===== config.mk =====
export PLATFORM = sky130hd
export DESIGN_NAME = router_pkt_queue
export DESIGN_NICKNAME = d
export VERILOG_FILES = /design/src/rtl/router_pkg.sv /design/src/rtl/router_pkt_mem.sv /design/src/rtl/router_pkt_queue.sv
export SDC_FILE = /design/constraint.sdc
export NUM_CORES = 2
export LEC_CHECK = 0
export CAP_MARGIN = 20
export CORE_MARGIN = 4
export CORE_UTILIZATION = 45
export CTS_CLUSTER_SIZE = 25
export DETAILED_ROUTE_END_ITERATION = 6
export PLACE_DENSITY = 0.57
export RECOVER_POWER = 100
export SYNTH_ARGS = -nofsm -noshare
export SYNTH_HDL_FRONTEND = slang
export SYNTH_SLANG_ARGS = --single-unit

===== constraint.sdc =====
create_clock -name clk -period 7.5 [get_ports clk]
set_input_delay 0.75 -clock clk [delete_from_list [all_inputs] [get_ports clk]]
set_output_delay 0.75 -clock clk [all_outputs]
set_load 0.02 [all_outputs]

===== src/rtl/router_pkg.sv =====
// Shared packet-format constants, commit status codes and the CRC placement rule
// for the router packet queue.
package router_pkg;

    localparam int SRC_IDX   = 0;
    localparam int DST_IDX   = 1;
    localparam int SIZE_IDX  = 2;
    localparam int HDR_BYTES = 3;

    typedef enum logic [1:0] {
        WERR_OK   = 2'b00,
        WERR_FULL = 2'b01,
        WERR_LEN  = 2'b10
    } werr_e;

    // The CRC byte immediately follows the payload: byte index size + 3.
    function automatic logic [15:0] crc_offset(input logic [15:0] size);
        return size + 16'(HDR_BYTES);
    endfunction

endpackage


===== src/rtl/router_pkt_mem.sv =====
// Packet byte storage: CHANNELS x DEPTH slots of WIDTH bytes, one write port,
// one registered read port and an unregistered peek at the tail slot's size byte.
module router_pkt_mem
    import router_pkg::*;
#(
    parameter int CHANNELS  = 4,
    parameter int CH_SZ     = 2,
    parameter int DEPTH     = 4,
    parameter int PTR_SZ    = 2,
    parameter int WIDTH     = 11,
    parameter int UWIDTH    = 8,
    parameter int PTR_IN_SZ = 4
) (
    input  logic                 clk,
    input  logic                 rst,
    input  logic                 i_we,
    input  logic [CH_SZ-1:0]     i_wch,
    input  logic [PTR_SZ-1:0]    i_wslot,
    input  logic [PTR_IN_SZ-1:0] i_waddr,
    input  logic [UWIDTH-1:0]    i_wdata,
    input  logic                 i_rvalid,
    input  logic [CH_SZ-1:0]     i_rch,
    input  logic [PTR_SZ-1:0]    i_rslot,
    input  logic [PTR_IN_SZ-1:0] i_raddr,
    output logic [UWIDTH-1:0]    o_rdata,
    output logic [UWIDTH-1:0]    o_tail_size
);

    logic [UWIDTH-1:0] r_mem [CHANNELS][DEPTH][WIDTH];

    // Byte array write; contents deliberately survive reset.
    always_ff @(posedge clk) begin
        if (i_we) begin
            r_mem[i_wch][i_wslot][i_waddr] <= i_wdata;
        end
    end

    // Registered read; sampling the array before this edge's write gives read-before-write.
    always_ff @(posedge clk) begin
        if (rst) begin
            o_rdata <= {UWIDTH{1'b0}};
        end else if (i_rvalid) begin
            o_rdata <= r_mem[i_rch][i_rslot][i_raddr];
        end else begin
            o_rdata <= {UWIDTH{1'b0}};
        end
    end

    assign o_tail_size = r_mem[i_wch][i_wslot][SIZE_IDX];

endmodule


===== src/rtl/router_pkt_queue.sv =====
// Multi-channel packet queue: per-channel wrap-bit pointers, atomic commit with
// length validation, atomic pop, error pulses and occupancy readout.
module router_pkt_queue
    import router_pkg::*;
#(
    parameter int CHANNELS  = 4,
    parameter int CH_SZ     = 2,
    parameter int DEPTH     = 4,
    parameter int PTR_SZ    = 2,
    parameter int WIDTH     = 11,
    parameter int UWIDTH    = 8,
    parameter int PTR_IN_SZ = 4
) (
    input  logic                 clk,
    input  logic                 rst,
    input  logic                 wen,
    input  logic [CH_SZ-1:0]     wch,
    input  logic [PTR_IN_SZ-1:0] waddr_in,
    input  logic [UWIDTH-1:0]    wdata,
    input  logic                 winc,
    input  logic [CH_SZ-1:0]     rch,
    input  logic [PTR_IN_SZ-1:0] raddr_in,
    input  logic                 rinc,
    output logic [UWIDTH-1:0]    rdata,
    output logic [CHANNELS-1:0]  wfull,
    output logic [CHANNELS-1:0]  rempty,
    output logic [1:0]           werr,
    output logic                 rerr,
    output logic [PTR_SZ:0]      rcount
);

    localparam logic [PTR_IN_SZ:0] L_WIDTH    = (PTR_IN_SZ+1)'(WIDTH);
    localparam logic [15:0]        L_MAX_SIZE = 16'(WIDTH - HDR_BYTES - 1);
    localparam logic [PTR_IN_SZ-1:0] L_SIZE_IDX = PTR_IN_SZ'(SIZE_IDX);

    logic [PTR_SZ:0]       r_wptr [CHANNELS];
    logic [PTR_SZ:0]       r_rptr [CHANNELS];
    logic [PTR_SZ:0]       w_wptr_nxt [CHANNELS];
    logic [PTR_SZ:0]       w_rptr_nxt [CHANNELS];
    logic [CHANNELS-1:0]   w_full;
    logic [CHANNELS-1:0]   w_empty;
    logic [CHANNELS-1:0]   w_full_nxt;
    logic [CHANNELS-1:0]   w_empty_nxt;
    logic [PTR_SZ:0]       w_rcount_nxt;
    werr_e                 w_werr_nxt;
    logic                  w_rerr_nxt;
    logic [UWIDTH-1:0]     w_tail_size;
    logic [UWIDTH-1:0]     w_size_eff;
    logic                  w_len_bad;
    logic                  w_we;
    logic                  w_rvalid;

    // Current-state full/empty flags from the wrap-bit pointers.
    always_comb begin
        for (int c = 0; c < CHANNELS; c++) begin
            w_full[c]  = (r_wptr[c] == {~r_rptr[c][PTR_SZ], r_rptr[c][PTR_SZ-1:0]});
            w_empty[c] = (r_wptr[c] == r_rptr[c]);
        end
    end

    assign w_we     = !rst && wen && !w_full[wch] && ({1'b0, waddr_in} < L_WIDTH);
    assign w_rvalid = ({1'b0, raddr_in} < L_WIDTH);

    // A size byte written in the commit cycle takes precedence over the stored one.
    assign w_size_eff = (wen && (waddr_in == L_SIZE_IDX)) ? wdata : w_tail_size;
    assign w_len_bad  = (16'(w_size_eff) > L_MAX_SIZE) ||
                        (16'(waddr_in) != crc_offset(16'(w_size_eff)));

    // Commit/pop decisions, all judged on pre-cycle flags.
    always_comb begin
        for (int c = 0; c < CHANNELS; c++) begin
            w_wptr_nxt[c] = r_wptr[c];
            w_rptr_nxt[c] = r_rptr[c];
        end
        w_werr_nxt = WERR_OK;
        w_rerr_nxt = 1'b0;
        if (winc) begin
            if (w_full[wch]) begin
                w_werr_nxt = WERR_FULL;
            end else if (w_len_bad) begin
                w_werr_nxt = WERR_LEN;
            end else begin
                w_wptr_nxt[wch] = r_wptr[wch] + (PTR_SZ+1)'(1);
            end
        end else begin
            w_werr_nxt = WERR_OK;
        end
        if (rinc) begin
            if (w_empty[rch]) begin
                w_rerr_nxt = 1'b1;
            end else begin
                w_rptr_nxt[rch] = r_rptr[rch] + (PTR_SZ+1)'(1);
            end
        end else begin
            w_rerr_nxt = 1'b0;
        end
    end

    // Flags and occupancy as they will stand after this edge.
    always_comb begin
        for (int c = 0; c < CHANNELS; c++) begin
            w_full_nxt[c]  = (w_wptr_nxt[c] ==
                              {~w_rptr_nxt[c][PTR_SZ], w_rptr_nxt[c][PTR_SZ-1:0]});
            w_empty_nxt[c] = (w_wptr_nxt[c] == w_rptr_nxt[c]);
        end
        w_rcount_nxt = w_wptr_nxt[rch] - w_rptr_nxt[rch];
    end

    // Pointer and status registers.
    always_ff @(posedge clk) begin
        if (rst) begin
            for (int c = 0; c < CHANNELS; c++) begin
                r_wptr[c] <= '0;
                r_rptr[c] <= '0;
            end
            wfull  <= {CHANNELS{1'b0}};
            rempty <= {CHANNELS{1'b1}};
            werr   <= 2'b00;
            rerr   <= 1'b0;
            rcount <= '0;
        end else begin
            for (int c = 0; c < CHANNELS; c++) begin
                r_wptr[c] <= w_wptr_nxt[c];
                r_rptr[c] <= w_rptr_nxt[c];
            end
            wfull  <= w_full_nxt;
            rempty <= w_empty_nxt;
            werr   <= w_werr_nxt;
            rerr   <= w_rerr_nxt;
            rcount <= w_rcount_nxt;
        end
    end

    router_pkt_mem #(
        .CHANNELS (CHANNELS),
        .CH_SZ    (CH_SZ),
        .DEPTH    (DEPTH),
        .PTR_SZ   (PTR_SZ),
        .WIDTH    (WIDTH),
        .UWIDTH   (UWIDTH),
        .PTR_IN_SZ(PTR_IN_SZ)
    ) u_mem (
        .clk        (clk),
        .rst        (rst),
        .i_we       (w_we),
        .i_wch      (wch),
        .i_wslot    (r_wptr[wch][PTR_SZ-1:0]),
        .i_waddr    (waddr_in),
        .i_wdata    (wdata),
        .i_rvalid   (w_rvalid),
        .i_rch      (rch),
        .i_rslot    (r_rptr[rch][PTR_SZ-1:0]),
        .i_raddr    (raddr_in),
        .o_rdata    (rdata),
        .o_tail_size(w_tail_size)
    );

endmodule


==> impl_metrics.tcl <==
set metrics [dict create \
    postRouteAntennaNets 0 \
    synthDistinctLibCells 57 \
    cp-start-kind "input port" \
    min_path_cells 1 \
    overflow 0 \
    min_from "wdata[1]" \
    fmax_mhz 158 \
    io_buffers 46 \
    drc 0 \
    r2r-start "r_wptr[3][1]" \
    synth-seq-area-share 0.740 \
    die_y_um 368 \
    coreArea_sq_mm 0.128 \
    fp-row-count 131 \
    final_cell_mix "edfxtp_1, mux4_2, nor2_1" \
    rsz0062_at_grt "no" \
    post_cts_buffers 0 \
    mostFrequentLayoutCell "edfxtp_1" \
    firstDrtPassIters 7 \
    synth-async-reset-ratio 0 \
    ctsResizeCount 0 \
    synth_top_area_share 0.724 \
    hold_class "in2reg" \
    syn_to_final_growth_pct 12.0 \
    dieWidth_um 368 \
    cellPowerDensity_mw_per_mm2 259 \
    grt_pass1_wl_mm 205 \
    violations "max-capacitance violations, max-slew violations" \
    grt_use_total 0.208 \
    root_buffer "clkbuf_16" \
    slew-limit-headroom -1.92 \
    cts.htree.levels 4 \
    dr_total_vias 28000 \
    top_layer "met4" \
    nFillCells 10200 \
    syn-cell-area_sq_mm 0.0584 \
    antenna_found_initial 10 \
    cts_tree "done" \
    setup_tns_ns 0 \
    wl_mm 140 \
    fin_crit_sh 0.844 \
    drv_cap 24 \
    dr_wl_met2_mm 68.2 \
    critPathCaptureType "flip-flop" \
    place_congestion 0.888 \
    path_clk_slew_ns 0.06 \
    cts_buffers 150 \
    crit_start "wch[1]" \
    fin_skew_ns 0.0220 \
    ctsHoldBuffers 0 \
    peakVddDrop_v 0.000202 \
    synth_flop_cell "edfxtp_1" \
    yosys_register_bits 1454 \
    grt_pass1_vias 28900 \
    place_hpwl_mm 83.8 \
    synth.net_count 2809 \
    tightestPinTransition_ns 4.38 \
    synth_edf_count 1408 \
    drtIter0Drc 3033 \
    outcome "complete, but fails checks" \
    syn_area_per_cell_sq_um 21.0 \
    hold_viol_final 0 \
    total_leakage_power_nw 19.7 \
    drive_above_1_share 0.237 \
    ys_warn_count 0 \
    ios 47 \
    avgViaCountPerCell 5.94 \
    path_class "in2reg" \
    whs_ns 0.452 \
    ctsLongestPathBuffers 3 \
    path_max_fanout 44 \
    min_to "u_mem.r_mem[1][129]" \
    synth_top_area_cell "edfxtp_1" \
    setup_viol 0 \
    r2r-end "rcount[2]" \
    clock-sinks 1454 \
    clk_latency_ns 0.77 \
    reg2reg_slack_ns 1.59 \
    wl_met1_mm 59.8 \
    synthTopCellsByArea "edfxtp_1, mux4_2, mux2i_1, dfxtp_1, nor2_1" \
    start_util 0.456 \
    cp_data_required_time_ns 7.72 \
    reg2reg_depth 17 \
    cp.arrival_ns 6.55 \
    wl_met3_mm 8.75 \
    timing.final.max_slew_violations 1372 \
    nNetsFinal 2892 \
    grt_start_max_net_pins 99 \
    diodes 0 \
    syn_inst 2776 \
    die_area_sq_mm 0.136 \
    min_period_ns 6.33 \
    wl_per_cell_um 29.8 \
]
final cells by class:
cell class | instances | area, sq um | area share
Timing Repair Buffer | 97 | 793 | 0.0121
Multi-Input combinational cell | 1144 | 14400 | 0.221
Tap cell | 1729 | 2160 | 0.0331
Clock inverter | 85 | 726 | 0.0111
Clock buffer | 188 | 4030 | 0.0617
Sequential cell | 1454 | 43200 | 0.661
Inverter | 12 | 45.0 | 0.000689
layer usage:
metal  vias to the layer above  track usage
met1                     15000        0.301
li1                      11700            -
met3                       211       0.0332
met5                         -            0
met4                         0       0.0578
met2                      1037        0.332
synth_stat cells, types with 2 or more instances:
library cell,n
mux4_2,418
inv_1,10
o211ai_1,4
dfxtp_1,46
and2_1,10
o22ai_1,18
edfxtp_1,1408
a211oi_1,35
nor4_1,2
ha_1,7
buf_1,41
xor2_1,13
buf_6,6
clkbuf_1,92
xnor2_1,21
nor3b_1,3
nor2_1,234
a21oi_1,37
o21ai_0,2
buf_4,8
nand3_1,7
buf_2,18
nor3_1,14
mux4_1,7
mux2i_1,179
a2111oi_4,4
nor2b_1,13
o32ai_1,2
mux2_2,16
nand2_1,67
nand2b_1,8
power by group:
group / leakage [nW] / total [W] / switching (W) / internal [W]
clock: 2.34 / 0.00721 / 0.00305 / 0.00416
sequential: 13.0 / 0.00893 / 0.00000293 / 0.00892
combinational: 4.37 / 0.000777 / 0.000491 / 0.000286
cell families after synthesis:
kind of cell | after synthesis | synth area share
compound gates | 112 | 0.0144
flops | 1454 | 0.740
mux | 622 | 0.199
fa+ha+maj | 8 | 0.00184
buf+inv | 178 | 0.0132
simple gates | 368 | 0.0267
xor+xnor | 34 | 0.00510
worst max-delay path, cell delays in order:
cell,delay [ns]
buf_2,0.55
clkbuf_1,0.57
inv_1,0.30
o32ai_1,0.33
a222oi_1,0.21
and4_1,0.30
nand2_2,0.08
clkbuf_1,2.30
nor2_1,1.06
metrics by stage:
step	area, sq um	util	worst slack, ns	instances	total power (W)
after global routing	65400	0.510	0.970	4709	0.0175
after CTS	65500	0.511	1.74	4708	0.0171
after detailed placement	60800	0.474	0.932	4435	0.00988
after floorplan	58400	-	1.98	2776	0.00952
final	65400	0.510	1.17	4709	0.0169
after global placement	60700	0.474	1.05	4434	0.00987
flip-flops by register name, indices dropped and copies added, names as in the netlist:
register / flops
wfull: 4
rerr: 1
u_mem.r_mem: 1408
u_mem.o_rdata: 8
r_wptr: 12
rempty: 4
werr: 2
r_rptr: 12
rcount: 3
worst max path at each step:
| stage | endpoint | slack [ns] | cells after the start |
|---|---|---|---|
| 2_1_floorplan | rcount[2] | 1.98 | 19 |
| 4_1_cts | rcount[2] | 1.74 | 18 |
| 3_5_place_dp | rcount[2] | 0.93 | 18 |
| 3_3_place_gp | rcount[2] | 1.05 | 18 |
| 6_report | u_mem.r_mem[0][17] | 1.17 | 9 |
| 5_1_grt | rcount[2] | 0.97 | 19 |
No activity file was read; power rests on OpenSTA's default activity.
